$ cat src/rtl/alu_seq_pkg.sv
// alu_seq_pkg: opcodes, FSM state encoding and error codes shared by the ALU command sequencer.
package alu_seq_pkg;
  localparam logic [3:0] OP_ADD   = 4'd0;
  localparam logic [3:0] OP_SUB   = 4'd1;
  localparam logic [3:0] OP_MUL   = 4'd2;
  localparam logic [3:0] OP_DIV   = 4'd3;
  localparam logic [3:0] OP_AND   = 4'd4;
  localparam logic [3:0] OP_OR    = 4'd5;
  localparam logic [3:0] OP_XOR   = 4'd6;
  localparam logic [3:0] OP_NOT   = 4'd7;
  localparam logic [3:0] OP_NAND  = 4'd8;
  localparam logic [3:0] OP_NOR   = 4'd9;
  localparam logic [3:0] OP_XNOR  = 4'd10;
  localparam logic [3:0] OP_CMPEQ = 4'd11;
  localparam logic [3:0] OP_SHR   = 4'd12;
  localparam logic [3:0] OP_SHL   = 4'd13;
  typedef enum logic [2:0] {
    S_IDLE    = 3'd0,
    S_ISSUE   = 3'd1,
    S_WAIT    = 3'd2,
    S_SEND_LO = 3'd3,
    S_SEND_HI = 3'd4,
    S_ERR     = 3'd5
  } state_t;
  localparam logic [1:0] ERR_NONE    = 2'd0;
  localparam logic [1:0] ERR_DIV0    = 2'd1;
  localparam logic [1:0] ERR_ILLEGAL = 2'd2;
  localparam logic [1:0] ERR_TIMEOUT = 2'd3;
endpackage

$ cat src/rtl/alu_cmd_sequencer.sv
// alu_cmd_sequencer: validates a command, pulses the ALU once, and streams the result low byte first.
module alu_cmd_sequencer
  import alu_seq_pkg::*;
#(
  parameter int DATA_WIDTH = 8,
  parameter int FUN_WIDTH  = 4,
  parameter int OP_MAX     = 13,
  parameter int TIMEOUT    = 4
) (
  input  logic                    CLK,
  input  logic                    RST,
  input  logic                    CMD_VALID,
  output logic                    CMD_READY,
  input  logic [FUN_WIDTH-1:0]    CMD_FUN,
  input  logic [DATA_WIDTH-1:0]   CMD_A,
  input  logic [DATA_WIDTH-1:0]   CMD_B,
  output logic [DATA_WIDTH-1:0]   ALU_A,
  output logic [DATA_WIDTH-1:0]   ALU_B,
  output logic [FUN_WIDTH-1:0]    ALU_FUN,
  output logic                    ALU_EN,
  input  logic [2*DATA_WIDTH-1:0] ALU_OUT,
  input  logic                    ALU_OUT_VALID,
  output logic [DATA_WIDTH-1:0]   TX_DATA,
  output logic                    TX_VALID,
  input  logic                    TX_READY,
  output logic                    ERR_VALID,
  output logic [1:0]              ERR_CODE,
  output logic                    BUSY
);
  state_t state;
  logic [3:0] cnt;
  logic [2*DATA_WIDTH-1:0] result;
  // Handshake outputs decode straight from the state register, so they change only on clock edges.
  assign CMD_READY = state == S_IDLE;
  assign BUSY      = state != S_IDLE;
  assign ALU_EN    = state == S_ISSUE;
  assign ERR_VALID = state == S_ERR;
  assign TX_VALID  = state == S_SEND_LO || state == S_SEND_HI;
  assign TX_DATA   = state == S_SEND_HI ? result[2*DATA_WIDTH-1:DATA_WIDTH] : result[DATA_WIDTH-1:0];
  always_ff @(posedge CLK) begin
    if (RST) begin
      state    <= S_IDLE;
      cnt      <= '0;
      result   <= '0;
      ALU_A    <= '0;
      ALU_B    <= '0;
      ALU_FUN  <= '0;
      ERR_CODE <= ERR_NONE;
    end else begin
      case (state)
        S_IDLE: if (CMD_VALID) begin
          if (CMD_FUN > FUN_WIDTH'(OP_MAX)) begin
            ERR_CODE <= ERR_ILLEGAL;
            state    <= S_ERR;
          end else if (CMD_FUN == FUN_WIDTH'(OP_DIV) && CMD_B == '0) begin
            ERR_CODE <= ERR_DIV0;
            state    <= S_ERR;
          end else begin
            ALU_A   <= CMD_A;
            ALU_B   <= CMD_B;
            ALU_FUN <= CMD_FUN;
            state   <= S_ISSUE;
          end
        end
        S_ISSUE: begin
          cnt   <= '0;
          state <= S_WAIT;
        end
        // The counter value equals the number of WAIT cycles already spent without a result.
        S_WAIT: if (ALU_OUT_VALID) begin
          result <= ALU_OUT;
          state  <= S_SEND_LO;
        end else if (cnt == 4'(TIMEOUT - 1)) begin
          ERR_CODE <= ERR_TIMEOUT;
          state    <= S_ERR;
        end else begin
          cnt <= cnt + 4'd1;
        end
        S_SEND_LO: if (TX_READY) state <= S_SEND_HI;
        S_SEND_HI: if (TX_READY) state <= S_IDLE;
        default: state <= S_IDLE;
      endcase
    end
  end
endmodule

$ cat config.mk
export PLATFORM = sky130hd
export DESIGN_NAME = alu_cmd_sequencer
export DESIGN_NICKNAME = d
export VERILOG_FILES = /design/src/rtl/alu_seq_pkg.sv /design/src/rtl/alu_cmd_sequencer.sv
export SDC_FILE = /design/constraint.sdc
export NUM_CORES = 1
export LEC_CHECK = 0
export ABC_AREA = 1
export ABC_CLOCK_PERIOD_IN_PS = 2000
export BUFFER_PORTS_ARGS = -buffer_cell sky130_fd_sc_hd__buf_2
export CAP_MARGIN = 20
export CORE_MARGIN = 4
export CORE_UTILIZATION = 54
export CTS_BUF_LIST = sky130_fd_sc_hd__clkbuf_4 sky130_fd_sc_hd__clkbuf_8
export CTS_CLUSTER_SIZE = 14
export DETAILED_ROUTE_END_ITERATION = 7
export GPL_ROUTABILITY_DRIVEN = 0
export PLACE_DENSITY = 0.9
export SYNTH_ARGS = -nofsm -noshare
export SYNTH_HDL_FRONTEND = slang
export SYNTH_SLANG_ARGS = --single-unit
$ cat constraint.sdc
create_clock -name CLK -period 2 [get_ports CLK]
set_input_delay 0.3 -clock CLK [delete_from_list [all_inputs] [get_ports CLK]]
set_output_delay 0.3 -clock CLK [all_outputs]
set_load 0.05 [all_outputs]
==> results.json <==
{
  "multi_input_area_sq_um": 936,
  "core_sq_um": 3470,
  "synth_top_family_by_area": "simple AND/OR/NAND/NOR gates",
  "whs_ns": 0.224,
  "viasPerCell": 5.06,
  "gr-total-overflow": 0,
  "cts_setup_buffers": 0,
  "drive_gt1_frac": 0.294,
  "regArea_sq_um": 901,
  "avgSynthCellArea_sq_um": 7.37,
  "synth_cells": 273,
  "skew_ns": 0.00437,
  "ys_seq_elements": 45,
  "ys_seq_area_frac": 0.448,
  "final_hold_viol_count": 0,
  "die_area_sq_um": 4760,
  "pin_count": 76,
  "fmax_mhz": 539,
  "worst-r2r-cell-count": 7,
  "synth_mux_area_frac": 0,
  "route.detailed.drc": 0,
  "cp_cell_sequence": "inv_2 > nand3_4 > o21ai_0 > buf_2",
  "final_common_cell": "buf_2",
  "grt_max_degree": 27,
  "worstReg2RegStart": "state[0]",
  "worstPathArrival_ns": 1.56,
  "hold_start": "ALU_OUT[1]",
  "via_count": 1989,
  "fin_nets": 388,
  "rsz0062_at_grt": "false",
  "buffer_ports.inserted": 75,
  "holdCritPathClass": "in2reg",
  "final_core_util": 0.723,
  "ff2ff_setup_slack_ns": 0.36,
  "yosys.area_share.xor_xnor": 0,
  "end_kind": "output port",
  "fill_cells": 283,
  "hold-path-endpoint": "result[1]",
  "crit_required_ns": 1.70,
  "fin_crit_ns": 1.86,
  "ir_worst_vdd_v": 0.000711,
  "cp-startpoint": "state[1]",
  "slew_violations": 0,
  "drtAntennaViolNets": 0,
  "synth_adder_area_share": 0.00622,
  "drv_cap": 0,
  "synth_compound_gate_area_share": 0.159,
  "cpMaxStageDelayCell": "dfxtp_1",
  "routedWlPerCell_um": 12.5,
  "critical_path_class": "reg2out",
  "p_leak_nw": 1.20,
  "yosys_warnings": 0,
  "finalSetupViolCount": 0,
  "cts_sinks": 45,
  "cts_made_buffers": 5,
  "die_x_um": 69.0,
  "cp_slowest_stage_delay_ns": 0.38,
  "ys_types": 27,
  "slew_headroom": 0.612,
  "antenna_found_initial": 0,
  "fin_total_pwr_mw": 3.77,
  "tightest_slew_ns": 0.581,
  "syn_to_final_growth_pct": 24.7,
  "antenna_cells": 0,
  "grt_pass1_wl_um": 8220,
  "grt_pass1_vias": 1898,
  "syn_nets": 315,
  "wl_um": 4900,
  "htree_levels": 2,
  "fin_ws_ns": 0.143,
  "std_cell_rows": 21,
  "cp_max_fo": 17,
  "cts_tree": "yes",
  "start_util": 0.580,
  "period_share": 0.928,
  "die-height_um": 69.0,
  "clock_latency_ns": 0.29,
  "whs_path_depth": 3,
  "post-dp-hpwl_um": 3460,
  "cts_buffer_depth": 2,
  "dr.pass1.iters": 4,
  "pwr_density_cell_nw_per_um2": 1500,
  "startpoint_type": "flip-flop",
  "synth_simple_gate_area_frac": 0.297,
  "clk_pin_slew_ns": 0.08,
  "grt_usage": 0.207,
  "status": "complete, no violations",
  "synthesis.area_sq_um": 2010,
  "root_buffer": "clkbuf_8",
  "dpl_worst_slack_ns": 0.377,
  "drt_iter0_drc": 154,
  "setup_tns_ns": 0,
  "rr_endpoint": "ALU_B[1]",
  "mostFrequentLayoutCells": "buf_2 (75), nand2_1 (74), dfxtp_1 (45)"
}
==> cells in the mapped netlist <==
library cell	number	area (sq um)
buf_2	2	10.0
nand2_1	74	278
nand3_1	6	30.0
o211ai_1	1	7.51
clkbuf_1	4	15.0
nor2_4	2	22.5
ha_1	1	12.5
nand3b_1	1	7.51
dfxtp_1	45	901
nand3_4	1	17.5
buf_1	1	3.75
nand4_1	1	6.26
inv_1	21	78.8
inv_4	2	12.5
nand3_2	4	40.0
buf_6	4	45.0
nor3_1	2	10.0
a21oi_1	34	170
a31oi_1	1	6.26
nand2_4	2	22.5
o21ai_0	23	115
nor2_2	1	6.26
inv_2	2	7.51
inv_6	1	8.76
nor2_8	2	40.0
nor2_1	31	116
o21ai_1	4	20.0
==> stage by stage <==
stage,std cells,area (sq um)
after floorplan,273,2010
after global placement,385,2380
after detailed placement,385,2380
after CTS,393,2500
after global routing,393,2510
final,393,2510
==> power by group <==
part	total, mW	internal [mW]	switching (mW)
clock network	0.691	0.389	0.302
registers	1.21	1.09	0.116
logic	1.87	0.471	1.40
total	3.77	1.95	1.82
==> worst max-delay path: cells and delay by family (launching register included) <==
family	cells	cell delay, ns
buffers and inverters	2	0.46
flip-flops	1	0.38
AO/OA/AOI/OAI	1	0.23
AND/OR/NAND/NOR	1	0.20
==> per-layer routing <==
metal,wire (um),track usage,share of wire,vias to the layer above
li1,-,-,-,1016
met1,2110,0.246,0.43,900
met2,2360,0.353,0.48,67
met3,379,0.0567,0.077,6
met4,52,0.0824,0.011,0
met5,0,0,0,-
==> registers in the layout, indices dropped and copies added, names as in the netlist <==
| name | count |
|---|---|
| ALU_A | 8 |
| cnt | 4 |
| ALU_B | 8 |
| result | 16 |
| ERR_CODE | 2 |
| state | 3 |
| ALU_FUN | 4 |
==> worst max path at each step <==
stage / endpoint / slack [ns]
global route: TX_DATA[2] / 0.02
CTS: TX_DATA[3] / 0.02
floorplan: TX_DATA[0] / -0.23
global placement: TX_DATA[4] / 0.45
detailed placement: TX_DATA[3] / 0.38
finish: TX_DATA[7] / 0.14
==> cell families after synthesis <==
logic type      count (synthesis)
buf+inv                        37
fa+ha+maj                       1
simple gates                  127
compound gates                 63
flops                          45
==> timing repair <==
item	CTS	global route
endpoints found under the hold margin	0	0
resized for setup	0	1
setup endpoints to repair	0	8
hold buffers	0	0
==> area by class of cell <==
type / instances / share of cell area
clock buffer: 6 / 0.0304
clock inverter: 2 / 0.0155
timing repair buffer: 77 / 0.156
inverter: 26 / 0.0429
multi-input combinational: 191 / 0.373
sequential: 45 / 0.359
tap: 46 / 0.0230
(Power assumes the default switching activity.)
